$ cat src/rtl/imem_pkg.sv
// Shared constants for the fetch-stage instruction store: instruction width,
// NOP encoding and the default program image.
package imem_pkg;

  localparam int unsigned INSTR_W    = 16;
  localparam int unsigned IMEM_WORDS = 64;
  localparam logic [INSTR_W-1:0] NOP_INSTR = 16'h0000;

  // Words 0..41 hold the datapath test program; the remainder are NOPs.
  localparam logic [INSTR_W-1:0] DEFAULT_PROGRAM [IMEM_WORDS] = '{
     0: 16'h1234,  1: 16'h2345,  2: 16'h3456,  3: 16'h4567,
     4: 16'h5678,  5: 16'h6789,  6: 16'h789A,  7: 16'h89AB,
     8: 16'h9ABC,  9: 16'hABCD, 10: 16'hBCDE, 11: 16'hCDEF,
    12: 16'h1111, 13: 16'h2222, 14: 16'h3333, 15: 16'h4444,
    16: 16'h5555, 17: 16'h6666, 18: 16'h7777, 19: 16'h8888,
    20: 16'h9999, 21: 16'hAAAA, 22: 16'hBBBB, 23: 16'hCCCC,
    24: 16'hDDDD, 25: 16'hEEEE, 26: 16'h0F0F, 27: 16'hF0F0,
    28: 16'h1357, 29: 16'h2468, 30: 16'h369C, 31: 16'h48D0,
    32: 16'h5A5A, 33: 16'hA5A5, 34: 16'h0102, 35: 16'h0304,
    36: 16'h0506, 37: 16'h0708, 38: 16'h090A, 39: 16'h0B0C,
    40: 16'h0D0E, 41: 16'hF00D,
    default: NOP_INSTR
  };

endpackage

$ cat src/rtl/instruction_memory.sv
// Word-organised instruction store: combinational read by byte address,
// clocked single-word load port, synchronous reset to the default image.
module instruction_memory
  import imem_pkg::*;
#(
  parameter int ADDR_W = 16,
  parameter int DATA_W = 16,
  parameter int DEPTH  = 64
) (
  input  logic              clk,
  input  logic              rst,
  input  logic [ADDR_W-1:0] address,
  output logic [DATA_W-1:0] instruction,
  input  logic              load_en,
  input  logic [ADDR_W-1:0] load_addr,
  input  logic [DATA_W-1:0] load_data
);

  localparam int IDX_W = (DEPTH > 1) ? $clog2(DEPTH) : 1;
  localparam logic [ADDR_W-1:0] DEPTH_A = ADDR_W'(DEPTH);

  function automatic logic [DATA_W-1:0] default_word(input int unsigned i);
    if (i < IMEM_WORDS)
      return DATA_W'(DEFAULT_PROGRAM[i[5:0]]);
    else
      return DATA_W'(NOP_INSTR);
  endfunction

  function automatic logic [DEPTH-1:0][DATA_W-1:0] default_image();
    logic [DEPTH-1:0][DATA_W-1:0] img;
    for (int unsigned i = 0; i < DEPTH; i++)
      img[i] = default_word(i);
    return img;
  endfunction

  // Declaration initialiser gives the default image at power-up as well.
  logic [DEPTH-1:0][DATA_W-1:0] mem = default_image();

  logic [ADDR_W-1:0] rd_word;
  logic [ADDR_W-1:0] wr_word;

  assign rd_word = address >> 1;
  assign wr_word = load_addr >> 1;

  always_ff @(posedge clk) begin
    if (rst)
      mem <= default_image();
    else if (load_en && (wr_word < DEPTH_A))
      mem[wr_word[IDX_W-1:0]] <= load_data;
  end

  always_comb begin
    instruction = '0;
    if (rd_word < DEPTH_A)
      instruction = mem[rd_word[IDX_W-1:0]];
  end

endmodule

$ cat config.mk
export PLATFORM = sky130hd
export DESIGN_NAME = instruction_memory
export DESIGN_NICKNAME = d
export VERILOG_FILES = /design/src/rtl/imem_pkg.sv /design/src/rtl/instruction_memory.sv
export SDC_FILE = /design/constraint.sdc
export NUM_CORES = 2
export LEC_CHECK = 0
export CAP_MARGIN = 0
export CORE_ASPECT_RATIO = 0.8
export CORE_MARGIN = 2
export CORE_UTILIZATION = 45
export DETAILED_ROUTE_END_ITERATION = 8
export PLACE_DENSITY_LB_ADDON = 0.1
export SLEW_MARGIN = 10
export SYNTH_ARGS = -nofsm -noshare
export SYNTH_HDL_FRONTEND = slang
export SYNTH_SLANG_ARGS = --single-unit
$ cat constraint.sdc
create_clock -name clk -period 4 [get_ports clk]
set_clock_uncertainty 0.05 [all_clocks]
set_input_delay 0.8 -clock clk [delete_from_list [all_inputs] [get_ports clk]]
set_output_delay 0.8 -clock clk [all_outputs]
set_load 0.05 [all_outputs]
==> metrics.cfg <==
[timing]
worst_pin_slew_ns = 1.08
final.min_clock_period_ns = 3.98
slew_viol_final = 0
setup_viol_count_final = 0
clock.fmax_mhz = 251
timing.final.crit_share = 0.994
finalWorstSetupSlack_ns = 0.0233
finalHoldViolations = 0
whs_ns = 0.397
relSlewSlack = 0.283

[worst_setup_path]
crit_chain = clkdlybuf4s50_1, nor4_4, buf_4, nand4_1, buf_6, buf_4, a221oi_1, nand2_1, nand2_2, buf_4
path_class = primary input to primary output
startpoint = address[8]
critPathTopFamily = buffers and inverters
critPathCaptureType = primary output
worstPathRequired_ns = 3.15
slowest_delay_ns = 0.44
cpMaxStageDelayCell = clkdlybuf4s50_1
cp_common_cell = buf_4
cp.arrival_ns = 3.13
r2r_slack_ns = 3.12
start_kind = primary input
worst-path-buf-inv = 5
rr_endpoint = mem[402]
rr_startpoint = mem[402]
r2r_cells = 2
path_max_fanout = 5

[yosys]
yosys_register_bits = 1024
synth.area.top_cells = dfxtp_1 (45%), nand2_1 (14%), mux4_2 (13%)
synth_area_sq_um = 45500
syn_avg_cell_area_sq_um = 9.03
synthFlopType = dfxtp_1
synth-edff-count = 0
synth_top_area_share = 0.451
synthArstFlopShare = 0
synth_area_leader_cell = dfxtp_1
ys_types = 54
syn-num-nets = 5086
synthCells = 5035
yosys_warnings = 0
yosysSeqAreaShare = 0.451

[min_path]
hold_class = register to register
hold_path_depth = 2
holdPathEnd = mem[997]
min-delay-start = mem[997]

[pwr]
peakVddDrop_mv = 0.326
p_leak_nw = 19.1
powerDensity_nw_per_um2 = 418

[final_layout]
multi_input_area_sq_um = 22900
reg.largest.list = mem: 1024 flops
largest_reg_flops = 1024
layout-drive-gt1-share = 0.179
nNetsFinal = 5126
regMostFlops = mem
finalNonFillerCells = 6483
area_growth_pct = 15.6
seqCellArea_sq_um = 20500
nFillCells = 9165

[drt]
drcViolationCount = 0
first_pass_iters = 6
ant_nets = 0
vias = 37000
post_drt_wl_per_cell_microns = 23.5
dr.first_iter.drc_count = 3931
via_per_inst = 5.70
wl_microns = 152000

[cts]
clkTransAtPathRegs_ns = 0.06
holdBufCountCts = 0
clk_latency_ns = 0.71
cts_root_buffer = clkbuf_16
clockBufferDepth = 3
cts_tree = done
htree_levels = 3
cts_inserted_buffers = 104
cts.sinks = 1024

[placed_design]
place_inst = 6292
dp_hpwl_microns = 97400
port_buffers = 64
post-place-ws_ns = -0.211
gp_congestion = 0.933

[floorplan]
rows = 104
ios = 67
die_w_microns = 359
initial_core_util = 0.453
die-area_sq_um = 104000
core-area_sq_um = 100000
die_y_microns = 288

[global_route]
overflow = 0
grt_pass1_wl_microns = 228000
track_usage = 0.289
grt_max_degree = 120
grt_pass1_vias = 34500
antenna_found_initial = 10

[run_status]
status = complete, no violations

[job]
drv_cap = 0

## final cells by class
cell class / instances / area share
timing repair buffer: 406 / 0.0736
inverter: 1 / 0.0000714
clock inverter: 38 / 0.00900
clock buffer: 149 / 0.0594
antenna: 2 / 0.0000952
tap: 1325 / 0.0315
multi-input combinational: 3538 / 0.436
sequential: 1024 / 0.390
## what timing repair did
item                                    4_1_cts  5_1_grt
pin swaps                                     1        6
setup buffers                                 1        0
cloned                                        0        1
endpoints found under the setup margin        6       12
resized for setup                            10       22
## metrics by stage
stage / cell area (sq um) / power [mW] / util / setup TNS, ns
2_1_floorplan: 45500 / 11.2 / - / 0
3_3_place_gp: 48800 / 11.9 / 0.486 / -0.535
3_5_place_dp: 48800 / 11.9 / 0.486 / -0.590
4_1_cts: 52500 / 22.1 / 0.522 / -0.0101
5_1_grt: 52600 / 22.6 / 0.523 / -0.0210
6_report: 52600 / 22.0 / 0.523 / 0
## synthesized netlist by cell type (4+ instances only)
cell type and n:
a211o_1 48, a21oi_1 581, a221oi_1 11, a22oi_1 6
buf_1 35, buf_2 118, buf_4 34, buf_6 10
clkbuf_1 272, dfxtp_1 1024, mux2_2 4, mux2i_1 192
mux4_2 270, nand2_1 1716, nand2b_1 4, nand3_1 63
nand3b_1 258, nand4_1 9, nor2_1 157, nor2b_1 52
nor3_2 29, nor3_4 35, o2111ai_1 7, o211ai_1 4
o21ai_0 19, o21ai_1 6, o221ai_1 17, o22ai_1 17
o2bb2ai_1 4, or2_2 4
## tightest hold or removal path, stage by stage, from the launching register on
cell,delay (ns)
dfxtp_1,0.31
nand2_1,0.05
a21oi_1,0.05
## cell families (layout without fill, tap and decap cells)
family	after synthesis	count (layout)	share of synthesized area
AND/OR/NAND/NOR	2349	2349	0.237
flip-flops	1024	1024	0.451
AO/OA/AOI/OAI	723	723	0.0880
buffers and inverters	473	594	0.0472
multiplexers	466	466	0.177
other	0	2	0
## placed cells by master (no fill, tap or decap), types with 35 or more instances in the layout
master and count:
a211o_1 48, a21oi_1 580, buf_12 55, buf_4 297, clkbuf_16 109, dfxtp_1 1024, mux2i_1 192, mux4_2 270
nand2_1 1710, nand3_1 62, nand3b_1 258, nor2_1 157, nor2b_1 52, nor3_4 35
## worst max path at each step
stage | end | depth (start not counted)
2_1_floorplan | instruction[7] | 9
3_3_place_gp | instruction[1] | 9
3_5_place_dp | instruction[1] | 9
4_1_cts | instruction[12] | 10
5_1_grt | instruction[2] | 10
6_report | instruction[6] | 10
## power by group
group	leakage (nW)	switching, mW	internal (mW)
logic	9.02	0.949	0.533
clock network	1.78	4.26	6.06
registers	8.26	0.0000971	10.2
total	19.1	5.21	16.8
## metal layers
layer	global-route usage	part of all wire
met1	0.446	0.48
met2	0.412	0.41
met3	0.0550	0.088
met4	0.0738	0.024
met5	0	0.00037
(Power assumes the default switching activity.)
